[config.mk]
export PLATFORM = sky130hd
export DESIGN_NAME = alu_seq_controller
export DESIGN_NICKNAME = d
export VERILOG_FILES = /design/src/rtl/alu_seq_controller.sv
export SDC_FILE = /design/constraint.sdc
export NUM_CORES = 1
export LEC_CHECK = 0
export CAP_MARGIN = 20
export CELL_PAD_IN_SITES_DETAIL_PLACEMENT = 1
export CELL_PAD_IN_SITES_GLOBAL_PLACEMENT = 1
export CORE_UTILIZATION = 39
export CTS_CLUSTER_SIZE = 25
export DETAILED_ROUTE_END_ITERATION = 12
export GPL_TIMING_DRIVEN = 0
export PLACE_DENSITY = 0.92
export SLEW_MARGIN = 10
export SYNTH_ARGS = -nofsm -noshare
export SYNTH_HDL_FRONTEND = slang
export SYNTH_SLANG_ARGS = --single-unit
[constraint.sdc]
create_clock -name clk -period 2.6 [get_ports clk]
set_input_delay 0.26 -clock clk [delete_from_list [all_inputs] [get_ports clk]]
set_output_delay 0.26 -clock clk [all_outputs]
set_load 0.03 [all_outputs]
[src/rtl/alu_seq_controller.sv]
`default_nettype none
// ============================================================================
// Module      : alu_seq_controller
// Description : EX-stage ALU controller. Decodes ALUOp/Funct3/Funct7 into the
//               4-bit ALU select for the full RV32I set and flags unsupported
//               encodings. It also sequences RV32M multiply/divide operations
//               through an external iterative unit and holds the pipeline
//               until the result is ready.
//
// Parameters  : EN_M     1 = RV32M ops are sequenced, 0 = reported illegal
//               MUL_LAT  busy cycles for MUL/MULH/MULHSU/MULHU (1..255)
//               DIV_LAT  busy cycles for DIV/DIVU/REM/REMU     (1..255)
//
// Ports       : clk          in   clock, rising edge
//               reset        in   synchronous, active-high
//               ALUOp        in   [1:0] 00 ld/st/auipc, 01 branch,
//                                       10 R-type, 11 I-type ALU
//               Funct7       in   [6:0] instr[31:25]
//               Funct3       in   [2:0] instr[14:12]
//               instr_valid  in   EX holds a valid instruction
//               flush        in   kill EX instruction, abort M op
//               div_by_zero  in   rs2 == 0, sampled at M-op start
//               Operation    out  [3:0] ALU select (combinational)
//               illegal      out  unsupported encoding (combinational)
//               md_start     out  one-cycle start pulse to mul/div unit
//               md_op        out  [2:0] M-op funct3
//               md_busy      out  sequencer in BUSY
//               md_done      out  one-cycle result-valid pulse
//               md_dz        out  qualifies md_done: divide-by-zero result
//               stall        out  freeze IF/ID/EX
//
// Revision    : 1.0 - initial release
// ============================================================================
module alu_seq_controller #(
    parameter int EN_M    = 1,
    parameter int MUL_LAT = 4,
    parameter int DIV_LAT = 32
) (
    input  logic       clk,
    input  logic       reset,
    input  logic [1:0] ALUOp,
    input  logic [6:0] Funct7,
    input  logic [2:0] Funct3,
    input  logic       instr_valid,
    input  logic       flush,
    input  logic       div_by_zero,
    output logic [3:0] Operation,
    output logic       illegal,
    output logic       md_start,
    output logic [2:0] md_op,
    output logic       md_busy,
    output logic       md_done,
    output logic       md_dz,
    output logic       stall
);

    // ------------------------------------------------------------------
    // ALU operation encodings
    // ------------------------------------------------------------------
    localparam logic [3:0] c_OP_AND  = 4'b0000;
    localparam logic [3:0] c_OP_OR   = 4'b0001;
    localparam logic [3:0] c_OP_ADD  = 4'b0010;
    localparam logic [3:0] c_OP_XOR  = 4'b0011;
    localparam logic [3:0] c_OP_SLL  = 4'b0100;
    localparam logic [3:0] c_OP_SRL  = 4'b0101;
    localparam logic [3:0] c_OP_SUB  = 4'b0110;
    localparam logic [3:0] c_OP_SRA  = 4'b0111;
    localparam logic [3:0] c_OP_BEQ  = 4'b1000;
    localparam logic [3:0] c_OP_BNE  = 4'b1001;
    localparam logic [3:0] c_OP_BGE  = 4'b1010;
    localparam logic [3:0] c_OP_BLT  = 4'b1011;
    localparam logic [3:0] c_OP_SLT  = 4'b1100;
    localparam logic [3:0] c_OP_SLTU = 4'b1101;
    localparam logic [3:0] c_OP_BLTU = 4'b1110;
    localparam logic [3:0] c_OP_BGEU = 4'b1111;

    localparam logic [6:0] c_F7_BASE = 7'b0000000;
    localparam logic [6:0] c_F7_ALT  = 7'b0100000;
    localparam logic [6:0] c_F7_MEXT = 7'b0000001;

    // Counter preload: the op spends exactly LAT cycles in BUSY, leaving
    // BUSY on the cycle the counter reads zero.
    localparam logic [7:0] c_MUL_CNT = 8'(MUL_LAT - 1);
    localparam logic [7:0] c_DIV_CNT = 8'(DIV_LAT - 1);

    localparam logic c_M_ENABLED = (EN_M != 0);

    // ------------------------------------------------------------------
    // Sequencer state
    // ------------------------------------------------------------------
    typedef enum logic [1:0] {
        S_IDLE = 2'd0,
        S_BUSY = 2'd1,
        S_DONE = 2'd2
    } state_t;

    state_t     r_state;
    state_t     w_state_nxt;
    logic [7:0] r_cnt;
    logic [7:0] w_cnt_nxt;
    logic [2:0] r_md_op;
    logic [2:0] w_md_op_nxt;
    logic       r_dz;
    logic       w_dz_nxt;

    logic [3:0] w_op;
    logic       w_ill_enc;
    logic       w_is_m;
    logic       w_start;
    logic       w_stall;
    logic       w_done;

    // ------------------------------------------------------------------
    // Instruction decode
    // ------------------------------------------------------------------
    always_comb begin
        w_op      = c_OP_ADD;
        w_ill_enc = 1'b0;
        w_is_m    = 1'b0;

        case (ALUOp)
            2'b00: w_op = c_OP_ADD;

            2'b01: begin
                case (Funct3)
                    3'b000:  w_op = c_OP_BEQ;
                    3'b001:  w_op = c_OP_BNE;
                    3'b100:  w_op = c_OP_BLT;
                    3'b101:  w_op = c_OP_BGE;
                    3'b110:  w_op = c_OP_BLTU;
                    3'b111:  w_op = c_OP_BGEU;
                    default: w_ill_enc = 1'b1;
                endcase
            end

            2'b10: begin
                if (Funct7 == c_F7_MEXT) begin
                    // Every Funct3 is a valid RV32M op; ALU select is unused.
                    if (c_M_ENABLED) begin
                        w_is_m = 1'b1;
                    end else begin
                        w_ill_enc = 1'b1;
                    end
                end else begin
                    case (Funct3)
                        3'b000: begin
                            if (Funct7 == c_F7_BASE)     w_op = c_OP_ADD;
                            else if (Funct7 == c_F7_ALT) w_op = c_OP_SUB;
                            else                         w_ill_enc = 1'b1;
                        end
                        3'b101: begin
                            if (Funct7 == c_F7_BASE)     w_op = c_OP_SRL;
                            else if (Funct7 == c_F7_ALT) w_op = c_OP_SRA;
                            else                         w_ill_enc = 1'b1;
                        end
                        default: begin
                            if (Funct7 != c_F7_BASE) begin
                                w_ill_enc = 1'b1;
                            end else begin
                                case (Funct3)
                                    3'b001:  w_op = c_OP_SLL;
                                    3'b010:  w_op = c_OP_SLT;
                                    3'b011:  w_op = c_OP_SLTU;
                                    3'b100:  w_op = c_OP_XOR;
                                    3'b110:  w_op = c_OP_OR;
                                    default: w_op = c_OP_AND;
                                endcase
                            end
                        end
                    endcase
                end
            end

            default: begin
                // I-type: Funct7 carries immediate bits except for shifts.
                case (Funct3)
                    3'b000: w_op = c_OP_ADD;
                    3'b001: begin
                        if (Funct7 == c_F7_BASE) w_op = c_OP_SLL;
                        else                     w_ill_enc = 1'b1;
                    end
                    3'b010: w_op = c_OP_SLT;
                    3'b011: w_op = c_OP_SLTU;
                    3'b100: w_op = c_OP_XOR;
                    3'b101: begin
                        if (Funct7 == c_F7_BASE)     w_op = c_OP_SRL;
                        else if (Funct7 == c_F7_ALT) w_op = c_OP_SRA;
                        else                         w_ill_enc = 1'b1;
                    end
                    3'b110:  w_op = c_OP_OR;
                    default: w_op = c_OP_AND;
                endcase
            end
        endcase

        // Illegal encodings fall back to a harmless ADD.
        if (w_ill_enc) begin
            w_op = c_OP_ADD;
        end
    end

    assign Operation = w_op;
    assign illegal   = instr_valid & w_ill_enc;

    // ------------------------------------------------------------------
    // Mul/div sequencer: state register
    // ------------------------------------------------------------------
    always_ff @(posedge clk) begin
        if (reset) begin
            r_state <= S_IDLE;
            r_cnt   <= 8'd0;
            r_md_op <= 3'b000;
            r_dz    <= 1'b0;
        end else begin
            r_state <= w_state_nxt;
            r_cnt   <= w_cnt_nxt;
            r_md_op <= w_md_op_nxt;
            r_dz    <= w_dz_nxt;
        end
    end

    // ------------------------------------------------------------------
    // Mul/div sequencer: next state and outputs
    // ------------------------------------------------------------------
    always_comb begin
        w_state_nxt = r_state;
        w_cnt_nxt   = r_cnt;
        w_md_op_nxt = r_md_op;
        w_dz_nxt    = r_dz;
        w_start     = 1'b0;
        w_stall     = 1'b0;
        w_done      = 1'b0;

        case (r_state)
            S_IDLE: begin
                if (instr_valid && w_is_m && !flush) begin
                    w_start     = 1'b1;
                    w_stall     = 1'b1;
                    w_md_op_nxt = Funct3;
                    if (Funct3[2] && div_by_zero) begin
                        // Divide by zero needs no iteration: the datapath
                        // writes the architectural result directly.
                        w_state_nxt = S_DONE;
                        w_dz_nxt    = 1'b1;
                        w_cnt_nxt   = 8'd0;
                    end else begin
                        w_state_nxt = S_BUSY;
                        w_dz_nxt    = 1'b0;
                        w_cnt_nxt   = Funct3[2] ? c_DIV_CNT : c_MUL_CNT;
                    end
                end
            end

            S_BUSY: begin
                if (flush) begin
                    // The instruction is being killed, so let the pipeline
                    // move on in the same cycle.
                    w_state_nxt = S_IDLE;
                    w_cnt_nxt   = 8'd0;
                    w_dz_nxt    = 1'b0;
                end else begin
                    w_stall = 1'b1;
                    if (r_cnt == 8'd0) begin
                        w_state_nxt = S_DONE;
                    end else begin
                        w_cnt_nxt = r_cnt - 8'd1;
                    end
                end
            end

            S_DONE: begin
                // The same M instruction is still presented here; returning
                // to IDLE without a start keeps it from being re-issued.
                w_state_nxt = S_IDLE;
                w_dz_nxt    = 1'b0;
                w_done      = !flush;
            end

            default: begin
                w_state_nxt = S_IDLE;
                w_cnt_nxt   = 8'd0;
                w_dz_nxt    = 1'b0;
            end
        endcase
    end

    // Reset wins over everything in the cycle it is asserted.
    assign md_start = w_start & ~reset;
    assign stall    = w_stall & ~reset;
    assign md_done  = w_done  & ~reset;
    assign md_dz    = md_done & r_dz;
    assign md_busy  = (r_state == S_BUSY);
    // Funct3 is forwarded directly in the start cycle, before it is latched.
    assign md_op    = md_start ? Funct3 : r_md_op;

endmodule
`default_nettype wire

==> qor.yml <==
core_area_um2: 3150
yosysUniqueCellTypes: 51
cap_violations: 0
die_h_um: 60.6
met2_usage: 0.436
drv_slew: 0
grt_pass1_vias: 1504
hold_viol: 0
gr-total-overflow: 0
final_antenna_net_count: 0
synth_edf_count: 0
synthToLayoutAreaGrowth_pct: 30.5
crit_arrival_ns: 2.33
finalNetCount: 224
hold_path.class: "flop to flop"
grt_use_total: 0.273
holdWs_ns: 0.490
fin_crit_ns: 2.59
fin_ws_ns: 0.0144
p_clk_frac: 0.275
synth_flop_cell: "dfxtp_1"
multi_input_comb_area_um2: 1020
drtPass1Iterations: 4
numPortBuffers: 28
period_share: 0.994
ys_seq_elements: 14
slowest_delay_ns: 0.55
start_kind: "input pin"
pin_count: 30
clock_latency_ns: 0.29
cp_max_fo: 10
gp_congestion: 0.886
p_int_w: 0.000322
fp-row-count: 20
final_common_cell: "clkdlybuf4s50_1"
power.density_nw_per_um2: 269
rsz0062_at_grt: "yes"
utilization: 0.554
diodes: 0
fillers: 411
cp.required_ns: 2.34
place_ws_ns: -0.415
cp_cell_sequence: "clkdlybuf4s50_1 -> nor2_2 -> nand4_1 -> buf_6 -> nor3_4 -> mux2_2 -> clkdlybuf4s15_2"
synth-async-reset-ratio: 0
synthCells: 168
fmax_ghz: 0.387
crit_path_end_kind: "output pin"
slew-limit-headroom: 0.623
start_util: 0.425
dp_cells: 240
vias_per_cell: 6.08
avgSynthCellArea_um2: 7.97
place_area_um2: 1670
synth.cell_area_um2: 1340
cts_buffers: 3
irDropWorstVdd_mv: 0.188
power.switching_w: 0.000147
crit_slowest_cell: "clkdlybuf4s50_1"
vias: 1502
busiest_layer: "met2"
cts.clk_slew.worst_paths_ns: 0.09
worstSetupPathType: "input pin to output pin"
hold_buffers: 0
regArea_um2: 280
root_buffer: "clkbuf_4"
antenna_found_initial: 0
power_frac_seq: 0.457
clock_skew_ns: 0.00206
drtIter0Drc: 56
grt_pass1_wl_um: 7360
grt_use_met1: 0.371
clk_path_buf_depth: 2
h-tree-depth: 1
setup_violations: 0
cts_tree: "done"
tightest_slew_ns: 0.561
pwr-share-comb: 0.267
wirelength_um: 4440
dp_hpwl_um: 3220
final_cell_mix: "clkdlybuf4s50_1, o21ai_0, dfxtp_1"
die_x_um: 60.6
grt_max_degree: 11
dieArea_um2: 3670
final_area_um2: 1750
leakage_nw: 0.668
syn_nets: 187
routedWlPerCell_um: 18.0
switching_share: 0.314
cts_sinks: 14
yosysWarnings: 0
drive_gt1_frac: 0.182
status: "finished clean"
synth_seq_area_share: 0.209
drc: 0
fin_cells: 247
met3_usage: 0.0512
-- sequential cells by signal, indices dropped and copies added, names as in the netlist --
signal and cells:
r_cnt 8, r_state 2, r_md_op 3, r_dz 1
-- final timing paths --
check / startpoint / to / slack, ns / cells past startpoint
worst min-delay path: r_md_op[2] / r_md_op[2] / 0.49 / 2
worst max register to register: r_cnt[0] / r_cnt[3] / 0.60 / 6
worst max-delay path: Funct7[3] / md_op[2] / 0.01 / 7
worst min register to register: r_md_op[2] / r_md_op[2] / 0.49 / 2
-- power groups by stage --
stage | logic (W) | clock network, W | registers (W)
2_1_floorplan | 0.0000643 | 0 | 0.000220
3_3_place_gp | 0.000116 | 0 | 0.000220
3_5_place_dp | 0.000121 | 0 | 0.000220
4_1_cts | 0.000122 | 0.000131 | 0.000215
5_1_grt | 0.000135 | 0.000139 | 0.000215
6_report | 0.000125 | 0.000129 | 0.000215
-- cell usage after synthesis, types with 5 or more instances --
cell type   n  area share
clkbuf_1    6       0.017
a211oi_1    8       0.045
nor3_1      5       0.019
nand2_1     5       0.014
dfxtp_1    14        0.21
inv_1       5       0.014
nand2b_1    5       0.023
nor2_1     10       0.028
a21oi_1    10       0.037
nor2b_1    10       0.047
nand3_1     7       0.026
o211ai_1    5       0.028
o21ai_0    16       0.060
-- timing repair --
action / CTS / global route
resized for setup: 31 / 9
endpoints found under the setup margin: 10 / 8
pin swaps: 0 / 1
buffers inserted: 2 / 2
-- layer usage --
metal / up-vias / wire (µm)
met5: - / 0
met4: 0 / 38
met2: 46 / 2170
li1: 709 / -
met3: 6 / 198
met1: 741 / 2030
-- worst max-delay path, delay by kind of cell --
family                 cells  cell delay [ns]
multiplexers               1             0.37
buffers and inverters      3             1.01
AND/OR/NAND/NOR            3             0.67
-- cell type report --
type / instances / share of cell area
Multi-Input combinational cell: 138 / 0.582
Timing Repair Buffer: 32 / 0.169
Sequential cell: 14 / 0.160
Buffer: 11 / 0.0337
Tap cell: 44 / 0.0315
Clock buffer: 3 / 0.0129
Inverter: 5 / 0.0107
-- metrics by stage --
stage           TNS, ns  total power [W]
6_report              0         0.000469
5_1_grt         -0.0656         0.000489
4_1_cts        -0.00322         0.000467
3_5_place_dp      -2.88         0.000341
3_3_place_gp      -2.49         0.000336
2_1_floorplan         0         0.000284
-- kinds of logic after synthesis --
| family | after synthesis | share of synthesized area |
|---|---|---|
| AO/OA/AOI/OAI | 50 | 0.249 |
| XOR/XNOR | 6 | 0.0393 |
| adder cells (fa/ha/maj) | 2 | 0.0187 |
| buffers and inverters | 16 | 0.0486 |
| flip-flops | 14 | 0.209 |
| multiplexers | 11 | 0.0972 |
| AND/OR/NAND/NOR | 69 | 0.338 |
Note: power is estimated with default switching activity, not from simulation.
